<file path="config.mk">
export PLATFORM = sky130hd
export DESIGN_NAME = isb_pf_queue
export DESIGN_NICKNAME = d
export VERILOG_FILES = /design/src/rtl/isb_pf_queue.sv
export SDC_FILE = /design/constraint.sdc
export NUM_CORES = 1
export LEC_CHECK = 0
export BUFFER_PORTS_ARGS = -buffer_cell sky130_fd_sc_hd__buf_4
export CAP_MARGIN = 20
export CORE_MARGIN = 2
export CORE_UTILIZATION = 45
export CTS_BUF_LIST = sky130_fd_sc_hd__clkbuf_4 sky130_fd_sc_hd__clkbuf_8
export DETAILED_ROUTE_END_ITERATION = 6
export GPL_TIMING_DRIVEN = 1
export HOLD_SLACK_MARGIN = 0.03
export PLACE_DENSITY = 0.72
export SLEW_MARGIN = 10
export SYNTH_ARGS = -nofsm -noshare
export SYNTH_HDL_FRONTEND = slang
export SYNTH_SLANG_ARGS = --single-unit
</file>
<file path="constraint.sdc">
create_clock -name clk -period 5.77 [get_ports clk]
set_input_delay 0.2885 -clock clk [delete_from_list [all_inputs] [get_ports clk]]
set_output_delay 0.2885 -clock clk [all_outputs]
set_load 0.02 [all_outputs]
</file>
<file path="src/rtl/isb_pf_queue.sv">
// isb_pf_queue: prefetch issue queue behind the ISB prefetcher.
// Filters duplicates/demanded addresses, buffers in order, issues to memory.
module isb_pf_queue #(
  parameter int DEPTH = 4,
  parameter int FILT  = 4,
  parameter int AW    = 16,
  parameter int CW    = 8
) (
  input  logic                         clk,
  input  logic                         rst_n,
  input  logic                         pf_v,
  input  logic [AW-1:0]                pf_addr,
  input  logic                         dem_v,
  input  logic [AW-1:0]                dem_addr,
  output logic                         mem_req_v,
  output logic [AW-1:0]                mem_req_addr,
  input  logic                         mem_req_ready,
  output logic [$clog2(DEPTH+1)-1:0]   occupancy,
  output logic [CW-1:0]                dup_cnt,
  output logic [CW-1:0]                ovf_cnt
);

  localparam int OW = $clog2(DEPTH+1);
  localparam int PW = (FILT > 1) ? $clog2(FILT) : 1;

  logic [DEPTH-1:0] q_v;
  logic [AW-1:0]    q_a [DEPTH];
  logic [FILT-1:0]  f_v;
  logic [AW-1:0]    f_a [FILT];
  logic [PW-1:0]    fptr;

  logic             pop;
  logic [DEPTH-1:0] sq;
  logic [DEPTH-1:0] keep;
  logic             hit;
  logic             dup;
  logic             full;
  logic             ovf;
  logic             push;

  logic [DEPTH-1:0] n_v;
  logic [AW-1:0]    n_a [DEPTH];
  int               cnt;

  assign pop = q_v[0] & mem_req_ready;

  // the head has already been offered, so only later slots can be squashed
  always_comb begin
    sq   = '0;
    keep = '0;
    for (int i = 0; i < DEPTH; i++) begin
      if (i > 0)
        sq[i] = dem_v && q_v[i] && (q_a[i] == dem_addr);
      keep[i] = q_v[i] && !sq[i];
    end
    keep[0] = q_v[0] && !pop;
  end

  always_comb begin
    hit = dem_v && (dem_addr == pf_addr);
    for (int i = 0; i < DEPTH; i++)
      if (q_v[i] && (q_a[i] == pf_addr))
        hit = 1'b1;
    for (int j = 0; j < FILT; j++)
      if (f_v[j] && (f_a[j] == pf_addr))
        hit = 1'b1;
  end

  assign dup  = pf_v & hit;
  assign full = &q_v;
  assign ovf  = pf_v & ~dup & full & ~pop & ~(|sq);
  assign push = pf_v & ~dup & ~ovf;

  // survivors compact toward slot 0; the new entry lands after them
  always_comb begin
    n_v = '0;
    for (int j = 0; j < DEPTH; j++)
      n_a[j] = '0;
    cnt = 0;
    for (int i = 0; i < DEPTH; i++) begin
      if (keep[i]) begin
        for (int j = 0; j < DEPTH; j++) begin
          if (j == cnt) begin
            n_v[j] = 1'b1;
            n_a[j] = q_a[i];
          end
        end
        cnt = cnt + 1;
      end
    end
    if (push) begin
      for (int j = 0; j < DEPTH; j++) begin
        if (j == cnt) begin
          n_v[j] = 1'b1;
          n_a[j] = pf_addr;
        end
      end
    end
  end

  always_ff @(posedge clk or negedge rst_n) begin
    if (!rst_n) begin
      q_v       <= '0;
      f_v       <= '0;
      fptr      <= '0;
      occupancy <= '0;
      dup_cnt   <= '0;
      ovf_cnt   <= '0;
      for (int i = 0; i < DEPTH; i++)
        q_a[i] <= '0;
      for (int j = 0; j < FILT; j++)
        f_a[j] <= '0;
    end else begin
      q_v <= n_v;
      for (int i = 0; i < DEPTH; i++)
        q_a[i] <= n_a[i];
      occupancy <= OW'(cnt + (push ? 1 : 0));
      if (pop) begin
        f_v[fptr] <= 1'b1;
        f_a[fptr] <= q_a[0];
        fptr <= (fptr == PW'(FILT-1)) ? '0 : fptr + 1'b1;
      end
      if (dup && (dup_cnt != {CW{1'b1}}))
        dup_cnt <= dup_cnt + 1'b1;
      if (ovf && (ovf_cnt != {CW{1'b1}}))
        ovf_cnt <= ovf_cnt + 1'b1;
    end
  end

  assign mem_req_v    = q_v[0];
  assign mem_req_addr = q_a[0];

endmodule

</file>
Word level (Yosys, flattened, before mapping):

Cells that the tools add are included.

* add/sub/neg operators: 7
* magnitude comparators: 4
* equal/unequal tests: 27
* muxes and demuxes: 61
* bitwise logic cells: 13
* reduce and logical (&&, ||, !) cells: 33

Operators with widths (count)
* $mux W16: 18
* $eq A3 B32 Y1 const A: 8
* $mux W64: 4
* $eq A16 B16 Y1: 12
* $eq A2 B32 Y1 const A: 4
* $logic_not A32 Y1: 4
* $add A32 B2 Y32 const B: 3
* $mux W32: 3
* $bwmux W64: 1
* $demux W16 S2: 1
* $mux W1: 28
* $logic_and A1 B1 Y1: 23
* $add A8 B1 Y8 const B: 2
* $mux W4: 4
* $ne A8 B8 Y1 const B: 2
* $and A1 B1 Y1: 7
* $logic_not A1 Y1: 4
* $not A1 Y1: 4
* $or A4 B4 Y4: 1
* $reduce_and A4 Y1: 1
* $add A3 B2 Y3: 1
* $ge A3 B3 Y1 const B: 1
* $lt A2 B3 Y1 const B: 1
* $lt A3 B1 Y1 const B: 1
* other kinds (7): 7

* flip-flop bits (word level): 157
* input port bits: 37
* output and inout bits: 36
* logic and storage cells: 159

Logic depth before layout (Yosys ltp):

Gate-level depths: netlist of run 1.

* depth in word-level cells: 20
* gate-level depth with buffers: 19
* gate-level depth less buffers: 15

Worst setup path before layout of run 1:

OpenSTA, ideal clock, no wires.

* kind: reg-to-reg
* start point: register q_v[0]
* end point: register q_a[23] (netlist name)
* library setup time: 0.125 ns
* data arrival time: 4.419 ns
* data required time: 5.645 ns
* slack: 1.226 ns
* stages on the path, launching flop included: 19
* buffers on the path: 7
* period minus slack after synthesis: 4.544 ns
* cell sequence: dfrtp_1 -> clkbuf_1 -> nand2b_1 -> clkbuf_1 -> clkinv_1 -> clkbuf_1 -> ha_1 -> nand3_1 -> a21oi_1 -> clkbuf_1 -> clkbuf_1 -> inv_1 -> ha_1 -> inv_1 -> o21ai_0 -> or4_4 -> buf_6 -> buf_12 -> mux2_4

RTL lines
* from (decl): RTL line 26 `logic [DEPTH-1:0] q_v;`
* from (signal assigned): RTL line 114 `q_v <= n_v;`
* to (signal, indexed assignment): RTL line 116 `q_a[i] <= n_a[i];`
* to (decl): RTL line 27 `logic [AW-1:0] q_a [DEPTH];`

==> flow_metrics.tcl, run 1 <==
set metrics [dict create \
    status "finished clean" \
    avgViaCountPerCell 5.97 \
    post-synth-top-area-fraction_pct 36.7 \
    cp-endpoint "q_a[19]" \
    leakage_nw 5.01 \
    seq_area_frac_synth_pct 36.7 \
    skew_ns 0.0209 \
    core_um2 23400 \
    grt_pass1_wl_um 50400 \
    crit_cells 15 \
    final_cells 1423 \
    synth_top_cell_by_area "dfrtp_1" \
    rr_startpoint "q_a[38]" \
    start_util_pct 45.7 \
    synth_cell_type_count 56 \
    finalCritPeriodShare_pct 84.0 \
    synth_fp_nets 1132 \
    grt_overflow 0 \
    reg2reg_slack_ns 0.92 \
    routedWlPerCell_um 23.2 \
    finalWorstSetupSlack_ns 0.924 \
    grt_usage_pct 27.2 \
    yosys_register_bits 157 \
    max_slew.worst_pin.slew_ns 1.01 \
    cts_tree "built" \
    cp_data_arrival_time_ns 5.20 \
    crit_chain "xor2_1, nor4_1, nand2_1, o41ai_4, inv_1, buf_4, ha_1, mux2_4, ha_1, inv_1, ha_1, inv_1, o21ai_0, or4_4, mux2_2" \
    place_area_um2 11200 \
    io_buffers 72 \
    fmax_mhz 206 \
    drtIter0Drc 910 \
    powerDensity_nw_per_um2 401 \
    synthTopCellsByArea "dfrtp_1 37%, xnor2_1 12%, mux2_2 10%" \
    die_area_um2 25000 \
    layout.nets 1146 \
    slew_violations 0 \
    root_buffer "clkbuf_8" \
    placed_cells 1388 \
    syn_inst 1076 \
    die_width_um 158 \
    cts_buffer_depth 2 \
    endpoint_kind "flop" \
    stdcell_area_um2 11700 \
    min_period_ns 4.85 \
    grt_pass1_vias 8437 \
    crit_type "reg2reg" \
    place_hpwl_um 22600 \
    antenna_found_initial 1 \
    antenna_left 0 \
    area_growth_pct 8.93 \
    relSlewSlack_pct 32.2 \
    reg2reg_to "q_a[19]" \
    vias 8491 \
    dr.pass1.iters 5 \
    crit_start "q_a[38]" \
    setup_violations 0 \
    cts_buffers 17 \
    synth_edf_count 0 \
    cts_resized 0 \
    path_clk_slew_ns 0.11 \
    cts_sinks 157 \
    cp-start-kind "flop" \
    rsz0062_at_grt "false" \
    rr_worst_depth 15 \
    finalWirelength_um 33100 \
    worstSkewPairLatency_ns 0.48 \
    ys_async_sr_fraction_pct 100 \
    critPathTopFamily "compound AO/OA/AOI/OAI gates" \
    gp_congestion 0.970 \
    hold_viol_final 0 \
    synth-main-ff-cell "dfrtp_1" \
    hp-class "in2reg" \
    slowest_stage "o21ai_0" \
    postSynthAreaPerCell_um2 9.94 \
    grt_max_degree 95 \
    layout-drive-gt1-share_pct 22.7 \
    pre_cts_slack_ns 1.04 \
    row_count 56 \
    critPathRequiredTime_ns 6.13 \
    path_max_fanout 18 \
    whs_ns 0.182 \
    cap_violations 0 \
    irDropWorstVdd_mv 0.160 \
    cts.htree.levels 4 \
    pin_count 73 \
    yosys_warnings 0 \
    slowest_delay_ns 0.79 \
    crit_buf_inv 4 \
    die_h_um 158 \
    drcViolationCount 0 \
    tns_ns 0 \
    syn_area_um2 10700 \
]
==> cell type report <==
class	instances	area [µm²]
fillers	2191	11700
multi-input cells	788	6090
flip-flops and latches	157	3930
repair buffers	89	674
well taps	319	399
clock buffers	19	255
clock inverters	13	170
inverters	37	139
diodes	1	2.50
==> state kept, by name, summed over array words and instances (netlist names) <==
name	cells
dup_cnt	8
f_a	64
f_v	4
fptr	2
mem_req_addr	16
occupancy	3
ovf_cnt	8
q_a	48
q_v	4
==> cells by family (layout without fill, tap and decap cells) <==
logic type	after synthesis	count (layout)	synth area share, %
and+or+nand+nor	309	309	15.4
xor gates and xnor gates	209	209	17.1
DFF	157	157	36.7
muxes	134	134	14.3
buffers and inverters	131	158	6.64
AOI/OAI and AO/OA	117	117	7.55
adders and majority gates	19	19	2.29
other	0	1	0
==> layer usage <==
metal  GRT usage [%]  vias up  share of wire (%)
met5               0        -              0.039
met4            13.6        2                4.7
met3            4.13      115                8.7
met2            41.4      451                 44
met1            37.8     4155                 43
li1                -     3768                  -
==> layout by cell type (no fill, tap or decap), types with 2 or more instances in the layout <==
master     netlist  layout
dfrtp_1        157     157
xnor2_1        143     143
nand2_1        102     102
mux2_2          96      96
buf_4           25      87
xor2_1          66      66
o21ai_0         53      53
nand4_1         49      49
inv_1           35      35
nand3_1         32      32
nor2_1          33      32
nor4_1          18      18
ha_1            18      18
clkbuf_8         0      18
and3_1          17      17
mux2i_1         17      17
a211oi_1        17      16
o31ai_1         16      16
a221o_1         16      16
nor3_1          14      14
or4_1           10      10
mux2_4          10      10
mux2_1          10      10
nor3b_1          9       6
inv_6            0       6
nand2b_1         5       5
or2_2            4       4
or3b_2           3       3
or3_1            3       3
nor4_4           3       3
nor3b_2          0       3
inv_8            0       3
a21o_1           2       2
a22oi_1          2       2
o31a_1           2       2
nand4b_1         2       2
bufinv_16        0       2
==> power by group <==
group	total (mW)	leakage, nW	internal, mW	switching (mW)
registers	1.84	2.07	1.41	0.427
logic	1.92	2.72	0.915	1.01
clock network	0.908	0.215	0.422	0.487
==> worst register-to-register path, delay by kind of cell, from the launching register on <==
family          cells  cell delay, ns
mux                 2            0.69
flops               1            0.53
fa+ha+maj           3            0.58
xor+xnor            1            0.20
simple gates        3            0.97
buf+inv             4            0.39
compound gates      2            1.37
==> synth_stat cells, drive strengths merged (2+ instances only) <==
library cell	number
a211oi	17
a21o	2
a221o	16
a22oi	2
and3	18
buf	43
clkbuf	51
dfrtp	157
ha	18
inv	36
mux2	116
mux2i	18
nand2	102
nand2b	5
nand3	32
nand4	49
nand4b	2
nor2	33
nor3	14
nor3b	9
nor4	22
o21ai	54
o31a	2
o31ai	16
or2	4
or3	3
or3b	3
or4	11
xnor2	143
xor2	66
==> worst min-delay path by stage <==
| stage | startpoint | endpoint | slack, ns | cells after the start |
|---|---|---|---|---|
| detailed placement | rst_n | q_a[20] | 0.46 | 1 |
| CTS | pf_addr[7] | q_a[39] | 0.16 | 3 |
| global route | pf_addr[7] | q_a[39] | 0.18 | 3 |
| global placement | rst_n | q_a[20] | 0.45 | 1 |
| floorplan | rst_n | dup_cnt[0] | -0.007 | 0 |
| finish | pf_addr[7] | q_a[39] | 0.18 | 3 |
==> metrics by stage <==
stage	utilization, %	total power, mW
floorplan	-	3.18
global placement	47.9	3.69
detailed placement	47.9	3.73
CTS	49.8	4.65
global route	49.8	4.92
finish	49.8	4.67
==> timing repair <==
action,CTS,global route
hold buffers,1,0
endpoints found under the hold margin,93,0
setup buffers,0,0
(Power assumes the default switching activity.)
==> inputs of run 2 (changes only) <==
--- a/config.mk
+++ b/config.mk
@@ -13,7 +13,7 @@
 export DETAILED_ROUTE_END_ITERATION = 6
 export GPL_TIMING_DRIVEN = 1
 export HOLD_SLACK_MARGIN = 0.03
-export PLACE_DENSITY = 0.72
+export PLACE_DENSITY = 0.75
 export SLEW_MARGIN = 10
 export SYNTH_ARGS = -nofsm -noshare
 export SYNTH_HDL_FRONTEND = slang
==> constraint.sdc (replaced) <==
create_clock -name clk -period 4 [get_ports clk]
set_input_delay 0.2 -clock clk [delete_from_list [all_inputs] [get_ports clk]]
set_output_delay 0.2 -clock clk [all_outputs]
set_load 0.02 [all_outputs]
==> run 2 against run 1 <==
  * Final cell count increased by 2.4%
  * Non-clock buffer count is 33 higher
  * Fmax rose by 25%
  * Critical path depth unchanged
  * Combinational power increased by 59%
  * Flip-flop and latch count unchanged
  * Core utilization grew 1.3 points
  * Sequential power rose by 40%
  * Wire length fell by 2.9%
  * Largest power group unchanged
==> flow_metrics.tcl, run 2 (synthesis results as in run 1) <==
set metrics [dict create \
    cts_buffer_depth 2 \
    skew_ns 0.0129 \
    top_register "f_a" \
    endpoint_kind "flop" \
    rr_startpoint "q_a[42]" \
    finalCoreUtilization_pct 51.1 \
    min_period_ns 3.87 \
    hold_viol_final 0 \
    status "finished clean" \
    finalWirelength_um 32100 \
    dr.pass1.iters 6 \
    p_comb_share_pct 44.7 \
    leakage_nw 5.17 \
    setup_violations 0 \
    antenna_found_initial 0 \
    crit_chain "xor2_1, nor4_1, nand2_1, o41ai_4, buf_4, ha_1, inv_1, mux2_4, ha_1, inv_1, ha_1, inv_1, o21ai_2, or4_4, mux2_4" \
    slew_violations 0 \
    totalPowerFinal_mw 6.84 \
    holdPathEnd "q_a[39]" \
    antenna_left 0 \
    place_hpwl_um 22400 \
    grt_pass1_wl_um 48800 \
    critPathRequiredTime_ns 4.36 \
    pwr-share-seq_pct 37.7 \
    hp-start "pf_addr[7]" \
    core_um2 23400 \
    cts_sinks 157 \
    path_max_fanout 5 \
    vias 8606 \
    tns_ns 0 \
    p_clk_share_pct 17.7 \
    powerDensity_nw_per_um2 572 \
    layout_commonest_cell "dfrtp_1" \
    p_switching_mw 2.78 \
    cts.htree.levels 4 \
    drcViolationCount 0 \
    hp-class "in2reg" \
    rr_worst_depth 15 \
    grt_pass1_vias 8280 \
    slowest_delay_ns 0.65 \
    routedWlPerCell_um 22.0 \
    gp_congestion 0.979 \
    root_buffer "clkbuf_8" \
    critPathTopFamily "simple AND/OR/NAND/NOR gates" \
    cp-start-kind "flop" \
    cts_tree "built" \
    start_util_pct 45.7 \
    grt_overflow 0 \
    layout.cells.most_common_list "154 x dfrtp_1, 143 x xnor2_1, 117 x buf_4" \
    grt_max_degree 85 \
    max_slew.worst_pin.slew_ns 0.910 \
    grt_usage_pct 26.0 \
    fmax_mhz 259 \
    io_buffers 72 \
    crit_buf_inv 4 \
    die_h_um 158 \
    whs_path_depth 3 \
    cts_buffers 17 \
    die_area_um2 25000 \
    irDropWorstVdd_mv 0.263 \
    pin_count 73 \
    largest_register_ffs 64 \
    finalCritPeriodShare_pct 96.7 \
    die_width_um 158 \
    drtIter0Drc 949 \
    reg2reg_to "q_a[26]" \
    row_count 56 \
    area_growth_pct 11.7 \
    worstSkewPairLatency_ns 0.48 \
    place_area_um2 11500 \
    crit_type "reg2reg" \
    slowest_stage "or4_4" \
    rsz0062_at_grt "false" \
    reg2reg_slack_ns 0.13 \
    n_fill_cell 2168 \
    antennaDiodeCount 0 \
    layout-drive-gt1-share_pct 25.7 \
    swShare_pct 40.7 \
    p_int_mw 4.06 \
    path_clk_slew_ns 0.09 \
    cp_data_arrival_time_ns 4.23 \
    cap_violations 0 \
    avgViaCountPerCell 5.91 \
    stdcell_area_um2 12000 \
    relSlewSlack_pct 39.2 \
    layout.nets 1181 \
]
[run 2: cell types whose count changed in the layout (fill, tap and decap cells not counted), moves of 2 or more]
cell	before	now
buf_12	0	3
buf_4	87	117
clkinv_2	0	2
clkinv_4	0	3
dfrtp_1	157	154
dfrtp_2	0	3
inv_8	3	1
or4_4	1	3
[run 2: stage by stage]
stage | cells | worst slack, ns | hold WS, ns
floorplan | 1076 | 0.00733 | -0.0956
global placement | 1415 | 0.265 | 0.302
detailed placement | 1415 | 0.203 | 0.315
CTS | 1448 | 0.141 | 0.0768
global route | 1457 | 0.0368 | 0.0994
finish | 1457 | 0.133 | 0.101
[run 2: power by group through the flow]
stage               clock [mW]  combinational, mW  sequential (mW)
global placement             0               2.85             2.58
detailed placement           0               2.90             2.59
global route              1.29               3.29             2.62
floorplan                    0               2.19             2.40
finish                    1.21               3.06             2.58
CTS                       1.22               2.93             2.57
[run 2: timing repair]
action | CTS | global route
resized for setup | 0 | 9
setup endpoints to repair | 0 | 48
hold endpoints to repair | 81 | 0
hold buffers | 1 | 0
buffers inserted | 0 | 6
[run 2: area by class of cell]
class                   instances  area, µm²  share of cell area (%)
multi-input cells             790       6140                    51.3
flip-flops and latches        157       3930                    32.9
repair buffers                122        960                    8.03
well taps                     319        399                    3.34
clock buffers                  19        262                    2.19
inverters                      37        139                    1.16
clock inverters                13        129                    1.08
[run 2: worst max path at each step]
stage	to	slack (ns)	cells past startpoint	start
floorplan	q_a[23]	0.007	19	q_a[40]
global placement	q_a[24]	0.27	13	q_a[18]
detailed placement	q_a[23]	0.20	14	q_a[40]
CTS	q_a[23]	0.14	14	q_a[40]
global route	q_a[26]	0.04	15	q_a[42]
finish	q_a[26]	0.13	15	q_a[42]
[run 2: metal layers]
layer	up-vias	track usage, %	routed length, µm
li1	3835	-	-
met1	4186	35.9	13400
met2	505	40.2	14300
met3	80	5.58	3350
met4	0	9.31	1060
met5	-	0	0
[run 2: worst register-to-register path, delay by kind of cell, from the launching register on]
kind,cells,cell delay [ns]
AO/OA/AOI/OAI,2,0.41
XOR/XNOR,1,0.14
adder cells (fa/ha/maj),3,0.63
buffers and inverters,4,0.42
flip-flops,1,0.44
multiplexers,2,0.65
AND/OR/NAND/NOR,3,1.06
==> inputs of run 3 (changes only) <==
==> constraint.sdc (replaced) <==
create_clock -name clk -period 4 [get_ports clk]
set_input_delay 0.6 -clock clk [delete_from_list [all_inputs] [get_ports clk]]
set_output_delay 0.6 -clock clk [all_outputs]
set_load 0.02 [all_outputs]
==> run 3 against run 2 <==
  * Hold slack better by 0.043 ns
  * Die area did not move
  * Combinational power grew 2%
  * Final cell count grew 0.48%
  * Wire length grew 1.8%
  * Largest cell class unchanged
==> flow_metrics.tcl, run 3 (synthesis results as in run 1) <==
set metrics [dict create \
    path_clk_slew_ns 0.10 \
    grt_usage_pct 26.6 \
    crit_type "reg2reg" \
    cts_hold_buf 0 \
    cts_resized 0 \
    pin_count 73 \
    finalWirelength_um 32700 \
    cts_sinks 157 \
    die_h_um 158 \
    vias 8730 \
    status "finished clean" \
    dr.pass1.iters 5 \
    max_slew.worst_pin.slew_ns 0.991 \
    tns_ns 0 \
    setup_violations 0 \
    place_hpwl_um 23300 \
    stdcell_area_um2 12100 \
    worstSkewPairLatency_ns 0.48 \
    gp_congestion 0.956 \
    antennaDiodeCount 0 \
    finalCritPeriodShare_pct 96.3 \
    grt_max_degree 76 \
    area_growth_pct 12.9 \
    cts_buffer_depth 2 \
    grt_pass1_vias 8319 \
    postCtsSetupBuffers 0 \
    fmax_mhz 260 \
    cap_violations 0 \
    grt_most_used_layer "met2" \
    root_buffer "clkbuf_8" \
    hold_viol_final 0 \
    min_period_ns 3.85 \
    path_max_fanout 17 \
    drcViolationCount 0 \
    place_area_um2 11700 \
    die_area_um2 25000 \
    largest_register_ffs 64 \
    core_um2 23400 \
    endpoint_kind "flop" \
    antenna_left 0 \
    rsz0062_at_grt "false" \
    relSlewSlack_pct 33.8 \
    cts.htree.levels 4 \
    layout-drive-gt1-share_pct 26.5 \
    routedWlPerCell_um 22.3 \
    grt_util_met1_pct 37.6 \
    layout_commonest_cell "dfrtp_1" \
    layout.cells.most_common_list "157 x dfrtp_1, 143 x xnor2_1, 124 x buf_4" \
    leakage_nw 5.22 \
    whs_ns 0.144 \
    grt_overflow 0 \
    critPathRequiredTime_ns 4.36 \
    grt_pass1_wl_um 49600 \
    die_width_um 158 \
    row_count 56 \
    cp_data_arrival_time_ns 4.21 \
    io_buffers 72 \
    cts_buffers 17 \
    slew_violations 0 \
    start_util_pct 45.7 \
    skew_ns 0.0190 \
    antenna_found_initial 0 \
    grt.met3_usage_pct 4.68 \
    top_register "f_a" \
    drtIter0Drc 757 \
    hp-class "in2async" \
    irDropWorstVdd_mv 0.383 \
    use_met2_pct 41.0 \
    powerDensity_nw_per_um2 576 \
    layout.nets 1188 \
    avgViaCountPerCell 5.96 \
    cts_tree "built" \
    cp-start-kind "flop" \
]
-- run 3: changes by cell type in the layout (fill, tap and decap cells not counted), moves of 3 or more --
cell     previous run  this run
buf_4             117       124
buf_12              3         6
dfrtp_1           154       157
dfrtp_2             3         0
ha_4                0         3
inv_1              34        31
-- run 3: critical path, stage by stage, from the launching register on --
cell	delay (ns)
dfrtp_1	0.42
xor2_1	0.19
nor4_2	0.35
nand2_1	0.15
o41ai_4	0.23
buf_4	0.21
fa_1	0.45
inv_1	0.13
ha_4	0.15
inv_2	0.04
ha_4	0.21
inv_4	0.06
o21ai_4	0.05
or4_4	0.71
mux2_4	0.36
-- run 3: routing by layer --
metal  part of all wire [%]  up-vias  wire, µm
li1                       -     3840         -
met1                     44     4340     14300
met2                     45      464     14800
met3                    8.3       86      2710
met4                    2.9        0       946
met5                      0        -         0
-- run 3: final timing paths --
path	from	end	slack, ns	cells past startpoint
min in group clk	pf_addr[8]	q_a[40]	0.48	3
max in group asynchronous	rst_n	f_a[62]	2.90	2
setup reg to reg	q_a[37]	q_a[26]	0.15	14
hold / removal	rst_n	q_a[22]	0.14	1
hold reg to reg	f_v[0]	f_v[0]	0.50	1
setup / recovery	q_a[37]	q_a[26]	0.15	14
-- run 3: layout make-up --
type | instances | area, µm²
fill | 2146 | 11300
multi-input combinational | 788 | 6150
sequential | 157 | 3930
timing repair buffer | 131 | 1060
tap | 319 | 399
clock buffer | 19 | 262
inverter | 37 | 144
clock inverter | 13 | 130
-- run 3: power by group --
part / internal, mW / switching (mW)
sequential: 2.04 / 0.561
combinational: 1.52 / 1.61
clock: 0.538 / 0.679
-- run 3: stage by stage --
| step | util [%] | setup WS [ns] | total power, mW | instances |
|---|---|---|---|---|
| 4_1_cts | 51.6 | 0.161 | 6.91 | 1464 |
| 5_1_grt | 51.6 | 0.00604 | 7.30 | 1464 |
| 2_1_floorplan | - | -0.0230 | 4.64 | 1076 |
| 3_3_place_gp | 49.9 | -0.151 | 5.58 | 1432 |
| 6_report | 51.6 | 0.147 | 6.95 | 1464 |
| 3_5_place_dp | 49.9 | -0.159 | 5.67 | 1432 |
